### src/rtl/cpu_pkg.sv
// Shared datapath definitions for the decode stage, the register file and the ALU.
// Provides the default data width and register count, the register index
// constants and the address/data typedefs.
package cpu_pkg;

   localparam int DATA_W  = 10;
   localparam int REG_CNT = 4;
   localparam int REG_AW  = $clog2(REG_CNT);

   typedef logic [REG_AW-1:0] reg_addr_t;
   typedef logic [DATA_W-1:0] reg_data_t;

   localparam reg_addr_t R0 = reg_addr_t'(0);
   localparam reg_addr_t R1 = reg_addr_t'(1);
   localparam reg_addr_t R2 = reg_addr_t'(2);
   localparam reg_addr_t R3 = reg_addr_t'(3);

endpackage

### src/rtl/reg_file_nbit_if.sv
// Register-file access bundle: one write port and two read ports.
//   master : decode/writeback side, drives the write port and read addresses
//   slave  : register file, returns the two read data words
// Signals:
//   wen      write enable
//   waddr    write register index (AW bits)
//   wdata    write data (WIDTH bits)
//   raddr_a  read port A index
//   raddr_b  read port B index
//   rdata_a  read port A data
//   rdata_b  read port B data
interface reg_file_nbit_if
   import cpu_pkg::*;
#(
   parameter int WIDTH = DATA_W,
   parameter int DEPTH = REG_CNT
);
   localparam int AW = $clog2(DEPTH);

   logic             wen;
   logic [AW-1:0]    waddr;
   logic [WIDTH-1:0] wdata;
   logic [AW-1:0]    raddr_a;
   logic [AW-1:0]    raddr_b;
   logic [WIDTH-1:0] rdata_a;
   logic [WIDTH-1:0] rdata_b;

   modport master (
      output wen, waddr, wdata, raddr_a, raddr_b,
      input  rdata_a, rdata_b
   );

   modport slave (
      input  wen, waddr, wdata, raddr_a, raddr_b,
      output rdata_a, rdata_b
   );

endinterface

### src/rtl/reg_nbit.sv
// WIDTH-bit storage register with load enable.
// Ports:
//   clk    clock, rising edge
//   rst    asynchronous active-high reset, clears to 0
//   wen_i  load enable
//   d_i    load data
//   q_o    stored value
module reg_nbit
   import cpu_pkg::*;
#(
   parameter int WIDTH = DATA_W
) (
   input  logic             clk,
   input  logic             rst,
   input  logic             wen_i,
   input  logic [WIDTH-1:0] d_i,
   output logic [WIDTH-1:0] q_o
);

   logic [WIDTH-1:0] data_q;
   logic [WIDTH-1:0] data_d;

   always_comb begin
      data_d = wen_i ? d_i : data_q;
   end

   always_ff @(posedge clk or posedge rst) begin
      if (rst) begin
         data_q <= '0;
      end else begin
         data_q <= data_d;
      end
   end

   assign q_o = data_q;

endmodule

### src/rtl/reg_file_nbit.sv
// DEPTH x WIDTH register file with one synchronous write port and two
// combinational read ports, feeding both ALU operands in the same cycle.
// Ports:
//   clk  clock, rising edge
//   rst  asynchronous active-high reset, clears all registers
//   bus  reg_file_nbit_if.slave (write port, read addresses, read data)
// Parameters:
//   WIDTH     register width
//   DEPTH     register count (>= 2); indices >= DEPTH are ignored on write, read 0
//   ZERO_REG  1 = index 0 is hardwired to zero
// Build option:
//   REG_FILE_BYPASS_EN  when defined, a legal write is forwarded combinationally
//                       to any read port addressing the same index
module reg_file_nbit
   import cpu_pkg::*;
#(
   parameter int WIDTH    = DATA_W,
   parameter int DEPTH    = REG_CNT,
   parameter bit ZERO_REG = 1'b0
) (
   input  logic          clk,
   input  logic          rst,
   reg_file_nbit_if.slave bus
);

   localparam int AW = $clog2(DEPTH);

   logic [DEPTH-1:0] wen_dec;
   logic [WIDTH-1:0] regs_q [DEPTH];

   // One-hot write decode; out-of-range indices match nothing, and the
   // hardwired zero register never loads.
   always_comb begin
      wen_dec = '0;
      for (int i = 0; i < DEPTH; i++) begin
         wen_dec[i] = bus.wen && (32'(bus.waddr) == i) && !(ZERO_REG && (i == 0));
      end
   end

   for (genvar g = 0; g < DEPTH; g++) begin : g_reg
      reg_nbit #(.WIDTH(WIDTH)) u_reg (
         .clk   (clk),
         .rst   (rst),
         .wen_i (wen_dec[g]),
         .d_i   (bus.wdata),
         .q_o   (regs_q[g])
      );
   end

`ifdef REG_FILE_BYPASS_EN
   logic fwd_ok;

   // Forward only writes that will actually land, and never during reset.
   always_comb begin
      fwd_ok = !rst && bus.wen && (32'(bus.waddr) < DEPTH)
               && !(ZERO_REG && (bus.waddr == '0));
   end
`endif

   // Read muxes: default 0 covers out-of-range indices and the zero register.
   always_comb begin
      bus.rdata_a = '0;
      bus.rdata_b = '0;
      for (int i = 0; i < DEPTH; i++) begin
         if ((32'(bus.raddr_a) == i) && !(ZERO_REG && (i == 0))) begin
            bus.rdata_a = regs_q[i];
         end
         if ((32'(bus.raddr_b) == i) && !(ZERO_REG && (i == 0))) begin
            bus.rdata_b = regs_q[i];
         end
      end
`ifdef REG_FILE_BYPASS_EN
      if (fwd_ok && (bus.raddr_a == bus.waddr)) begin
         bus.rdata_a = bus.wdata;
      end
      if (fwd_ok && (bus.raddr_b == bus.waddr)) begin
         bus.rdata_b = bus.wdata;
      end
`endif
   end

   wire [AW-1:0] unused_aw_chk = bus.waddr;

endmodule

### src/flat_wrapper.sv
// flat-port wrapper written by rule: the top's interface ports become plain ports
module reg_file_nbit_flat import cpu_pkg::*;
#(
   parameter int WIDTH    = DATA_W,
   parameter int DEPTH    = REG_CNT,
   parameter bit ZERO_REG = 1'b0
)
  (clk, rst, bus_wen, bus_waddr, bus_wdata, bus_raddr_a, bus_raddr_b, bus_rdata_a, bus_rdata_b);
  reg_file_nbit_if #(.WIDTH(WIDTH), .DEPTH(DEPTH)) bus_i ();
  input  logic clk;
  input  logic rst;
  input wire logic [$bits(bus_i.wen)-1:0] bus_wen;
  input wire logic [$bits(bus_i.waddr)-1:0] bus_waddr;
  input wire logic [$bits(bus_i.wdata)-1:0] bus_wdata;
  input wire logic [$bits(bus_i.raddr_a)-1:0] bus_raddr_a;
  input wire logic [$bits(bus_i.raddr_b)-1:0] bus_raddr_b;
  output wire logic [$bits(bus_i.rdata_a)-1:0] bus_rdata_a;
  output wire logic [$bits(bus_i.rdata_b)-1:0] bus_rdata_b;
  assign bus_i.wen = bus_wen;
  assign bus_i.waddr = bus_waddr;
  assign bus_i.wdata = bus_wdata;
  assign bus_i.raddr_a = bus_raddr_a;
  assign bus_i.raddr_b = bus_raddr_b;
  assign bus_rdata_a = bus_i.rdata_a;
  assign bus_rdata_b = bus_i.rdata_b;
  reg_file_nbit #(.WIDTH(WIDTH), .DEPTH(DEPTH), .ZERO_REG(ZERO_REG)) u_core (.clk(clk), .rst(rst), .bus(bus_i));
endmodule
### config.mk
export PLATFORM = sky130hd
export DESIGN_NAME = reg_file_nbit_flat
export DESIGN_NICKNAME = d
export VERILOG_FILES = /design/src/rtl/cpu_pkg.sv /design/src/rtl/reg_file_nbit_if.sv /design/src/rtl/reg_nbit.sv /design/src/rtl/reg_file_nbit.sv /design/src/flat_wrapper.sv
export SDC_FILE = /design/constraint.sdc
export NUM_CORES = 1
export LEC_CHECK = 0
export BUFFER_PORTS_ARGS = -buffer_cell sky130_fd_sc_hd__clkbuf_2
export CORE_ASPECT_RATIO = 1.25
export CORE_MARGIN = 1.5
export CORE_UTILIZATION = 59
export DETAILED_ROUTE_END_ITERATION = 6
export PLACE_DENSITY_LB_ADDON = 0.1
export SYNTH_ARGS = -nofsm -noshare
export SYNTH_HDL_FRONTEND = slang
export SYNTH_SLANG_ARGS = --single-unit
### constraint.sdc
create_clock -name clk -period 2.69 [get_ports clk]
set_clock_uncertainty 0.05 [all_clocks]
set_input_delay 0.269 -clock clk [delete_from_list [all_inputs] [get_ports clk]]
set_output_delay 0.269 -clock clk [all_outputs]
set_load 0.05 [all_outputs]
Word-level counts from Yosys, hierarchy flattened
Cells that the tools add are included.
Storage, ports and cells
  bits in registers: 40
  bits in latches: 0
  memory bits (writable): 0
  ROM bits: 0
  input port bits: 19
  output and inout port bits: 20
  word-level logic and storage cells: 28
  memories: 0
Operators by class
  add/sub/neg operators: 0
  multiply operators: 0
  divide/modulo/power cells: 0
  $lt $le $gt $ge: 0
  equal/unequal tests: 9
  shift-type cells: 0
  multiplexer cells: 8
  bitwise logic cells: 0
  reductions and logical operators: 7
Operators with widths (number)
  $mux W10: 8
  $eq A2 B2 Y1 const B: 6
  $eq A2 B1 Y1 const B: 3
  $logic_not A2 Y1: 3
  $logic_and A1 B1 Y1: 4

Depth between registers and ports, before layout
  depth in word-level cells: 5
  depth in mapped cells: 3
  mapped depth without buffers: 2

Modules after synthesis
Synthesis repeated with hierarchy kept, for this count alone.
Second synthesis, totals
  cell total of the unflattened synthesis: 116
  area, all modules: 2175.8 µm²
Modules (own cells, without submodules)
  reg_nbit: times used 4, cells an instance 22, area each 415.4 µm², seq. area each 250.2 µm²
  reg_file_nbit: times used 1, cells an instance 28, area each 514.2 µm², seq. area each 0.0 µm²

Least setup slack after synthesis
No wires, ideal clock.
  path type: input-to-output
  start point: input bus_raddr_a[1]
  end point: output bus_rdata_a[8]
  arrival time: 1.080 ns
  data required time: 2.371 ns
  slack: 1.291 ns
  stages on the path: 2
  path buffers: 1
  path through: buf_4 mux4_2
Between the ends
  longest elaborated chain between the ends: 5
  elaborated cells on any way between the ends: 8
  classes of those cells: 3 x eq/ne; 4 x mux; 1 x reduce/logical
Ends and longest elaborated chain
  start, declared: line flat_wrapper.sv:15  | input wire logic [$bits(bus_i.raddr_a)-1:0] bus_raddr_a;
  $logic_not A2 Y1: line reg_file_nbit.sv:65  | if ((32'(bus.raddr_a) == i) && !(ZERO_REG && (i == 0))) begin
  $mux W10 (3 in a row): line reg_file_nbit.sv:65
  $mux W10 (*): line reg_file_nbit.sv:65
  end, declared: line flat_wrapper.sv:17  | output wire logic [$bits(bus_i.rdata_a)-1:0] bus_rdata_a;
Mark *: on every way between the ends. The rest lies on a longest branch, timed or not.

Worst setup path after layout
  start point: register u_core.g_reg[3].u_reg.data_q[4]
  end point: output bus_rdata_a[4]
Between the ends
  longest elaborated chain between the ends: 1
Ends and longest elaborated chain
  start, declared: line reg_nbit.sv:20  | logic [WIDTH-1:0] data_q;
  start signal, assigned: line reg_nbit.sv:31  | data_q <= data_d;
  $mux W10: line reg_file_nbit.sv:65
Every way passes these cells.

==> metrics.yaml <==
run_status:
  status: "finished, final reports clean"
timing:
  post-route-period-util_pct: 65.3
  layout_min_cycle_time_ns: 1.76
  slew_violations: 0
  hold_viol_final: 0
  finalSetupTns_ns: 0
  fmax_mhz: 569
  rsz0062_at_grt: "false"
  max-slew-margin-rel_pct: 44.7
  worst_pin_slew_ns: 0.827
  setup_violations: 0
critical_path:
  arrival_ns: 1.44
  critPathKind: "register to output port"
  end_kind: "output port"
  cp_max_fo: 3
  cp.required_ns: 2.37
  startpoint_type: "register"
place:
  place_inst: 185
  dpl_cell_area_sq_um: 2280
  dp_hpwl_um: 2840
  io_buffers: 38
  place.gp.congestion: 0.745
layout:
  largest_reg_flops: 40
  stdcell_area_sq_um: 2390
  stdcell_count: 193
  register_area_sq_um: 1000
  multi_input_area_sq_um: 1010
  areaGrowthSynthToFinish_pct: 14.3
  final_cell_mix: "dfrtp_1, clkbuf_2, mux2_2, mux2_4, mux4_2"
  layout_commonest_cell: "dfrtp_1"
  drive_gt1_share_pct: 71.4
  diodes: 0
  nets: 172
  fillers: 256
yosys:
  ys_seq_elements: 40
  syn_area_sq_um: 2090
  yosysSeqAreaShare_pct: 47.9
  yosysWarningCount: 0
  synth_cells: 112
  synth_fp_nets: 131
  ys_types: 10
  syn_avg_cell_area_sq_um: 18.7
floorplanning:
  initial_core_util_pct: 61.0
  core_area_sq_um: 3420
  num_io_pins: 39
  num_rows: 24
  die_area_sq_um: 3910
  die_h_um: 69.5
  fp.dieW_um: 56.2
grt:
  overflow: 0
  grt_pass1_vias: 1426
  grt_max_degree: 41
  grtUsageTotal_pct: 24.6
  antenna_found_initial: 0
  grt_pass1_wl_um: 7180
power:
  power_density_nw_per_um2: 823
  peakVddDrop_mv: 0.520
  p_leak_nw: 1.11
detailed_routing:
  routed_wl_um: 4070
  dr_wl_met3_um: 171
  wl_met2_um: 2220
  first_pass_iters: 4
  routedWlPerCell_um: 21.1
  top_layer_used: "met4"
  num_vias: 1206
  avgViaCountPerCell: 6.25
  drtAntennaViolNets: 0
  met1_length_um: 1610
  dr.first_iter.drc_count: 44
  drc: 0
flow_run:
  cap_violations: 0
clock_tree:
  postCtsHoldBufs: 0
  worst_skew_pair.late_latency_ns: 0.29
  cts.sinks: 40
  htreeDepth: 2
  postCtsSetupRepairBufs: 0
  clock-root-buffer: "clkbuf_8"
  cts_buffers: 5
  cts-resized-gates: 0
  cts_max_path_buffers: 2
  clkTransAtPathRegs_ns: 0.07
  cts_tree: "yes"
worst_hold_path:
  hp-class: "primary input to asynchronous set/reset pin"
## layout make-up
class / count / share of cell area (%)
Clock buffer: 6 / 3.04
Clock inverter: 2 / 1.47
Inverter: 1 / 0.157
Multi-Input combinational cell: 64 / 42.5
Sequential cell: 40 / 41.9
Tap cell: 39 / 2.04
Timing Repair Buffer: 41 / 8.91
## synthesized netlist by cell type
cell / instances / area, sq um
nor3b_2: 1 / 12.5
buf_6: 5 / 56.3
mux4_2: 20 / 450
nand3_2: 1 / 10.0
dfrtp_1: 40 / 1000
mux2_4: 20 / 300
inv_1: 1 / 3.75
nand3b_1: 2 / 15.0
mux2_2: 20 / 225
buf_4: 2 / 15.0
## metal layers
layer	global-route usage, %	vias up
met5	0	-
met1	31.5	648
met4	9.79	0
li1	-	517
met3	6.90	6
met2	39.9	35
## through the flow
step	total power [mW]	util (%)	hold WS, ns	worst slack [ns]
4_1_cts	1.98	69.7	0.0179	0.919
5_1_grt	2.05	69.7	0.0650	0.853
6_report	1.96	69.7	0.00520	0.933
3_5_place_dp	1.50	66.6	0.345	0.924
3_3_place_gp	1.47	66.6	0.335	0.929
2_1_floorplan	1.35	-	0.368	1.29
## power breakdown
part,switching (mW),internal [mW]
Combinational,0.393,0.286
Clock,0.206,0.275
Sequential,0.0876,0.716
Total,0.687,1.28
## critical path: stages, from the launching register on
cell      delay [ns]
dfrtp_1         0.41
mux4_2          0.48
clkbuf_2        0.25
## kinds of logic (layout without fill, tap and decap cells)
family                 after synthesis  count (layout)  share of synthesized area, %
buffers and inverters                8              50                          3.59
DFF                                 40              40                          47.9
and+or+nand+nor                      4               4                          1.80
muxes                               60              60                          46.7
## final timing paths
check	startpoint	endpoint	slack, ns	depth (start not counted)
setup / recovery	u_core.g_reg[3].u_reg.q_o[4]$_DFFE_PP0P_	bus_rdata_a[4]	0.93	2
min in group clk	bus_wdata[8]	u_core.g_reg[2].u_reg.q_o[8]$_DFFE_PP0P_	0.19	2
hold / removal	rst	u_core.g_reg[3].u_reg.q_o[9]$_DFFE_PP0P_	0.005	3
setup reg to reg	u_core.g_reg[1].u_reg.q_o[7]$_DFFE_PP0P_	u_core.g_reg[1].u_reg.q_o[7]$_DFFE_PP0P_	1.85	1
hold reg to reg	u_core.g_reg[3].u_reg.q_o[5]$_DFFE_PP0P_	u_core.g_reg[3].u_reg.q_o[5]$_DFFE_PP0P_	0.48	1
max in group asynchronous	rst	u_core.g_reg[3].u_reg.q_o[5]$_DFFE_PP0P_	2.23	3
Note: power is estimated with default switching activity, not from simulation.
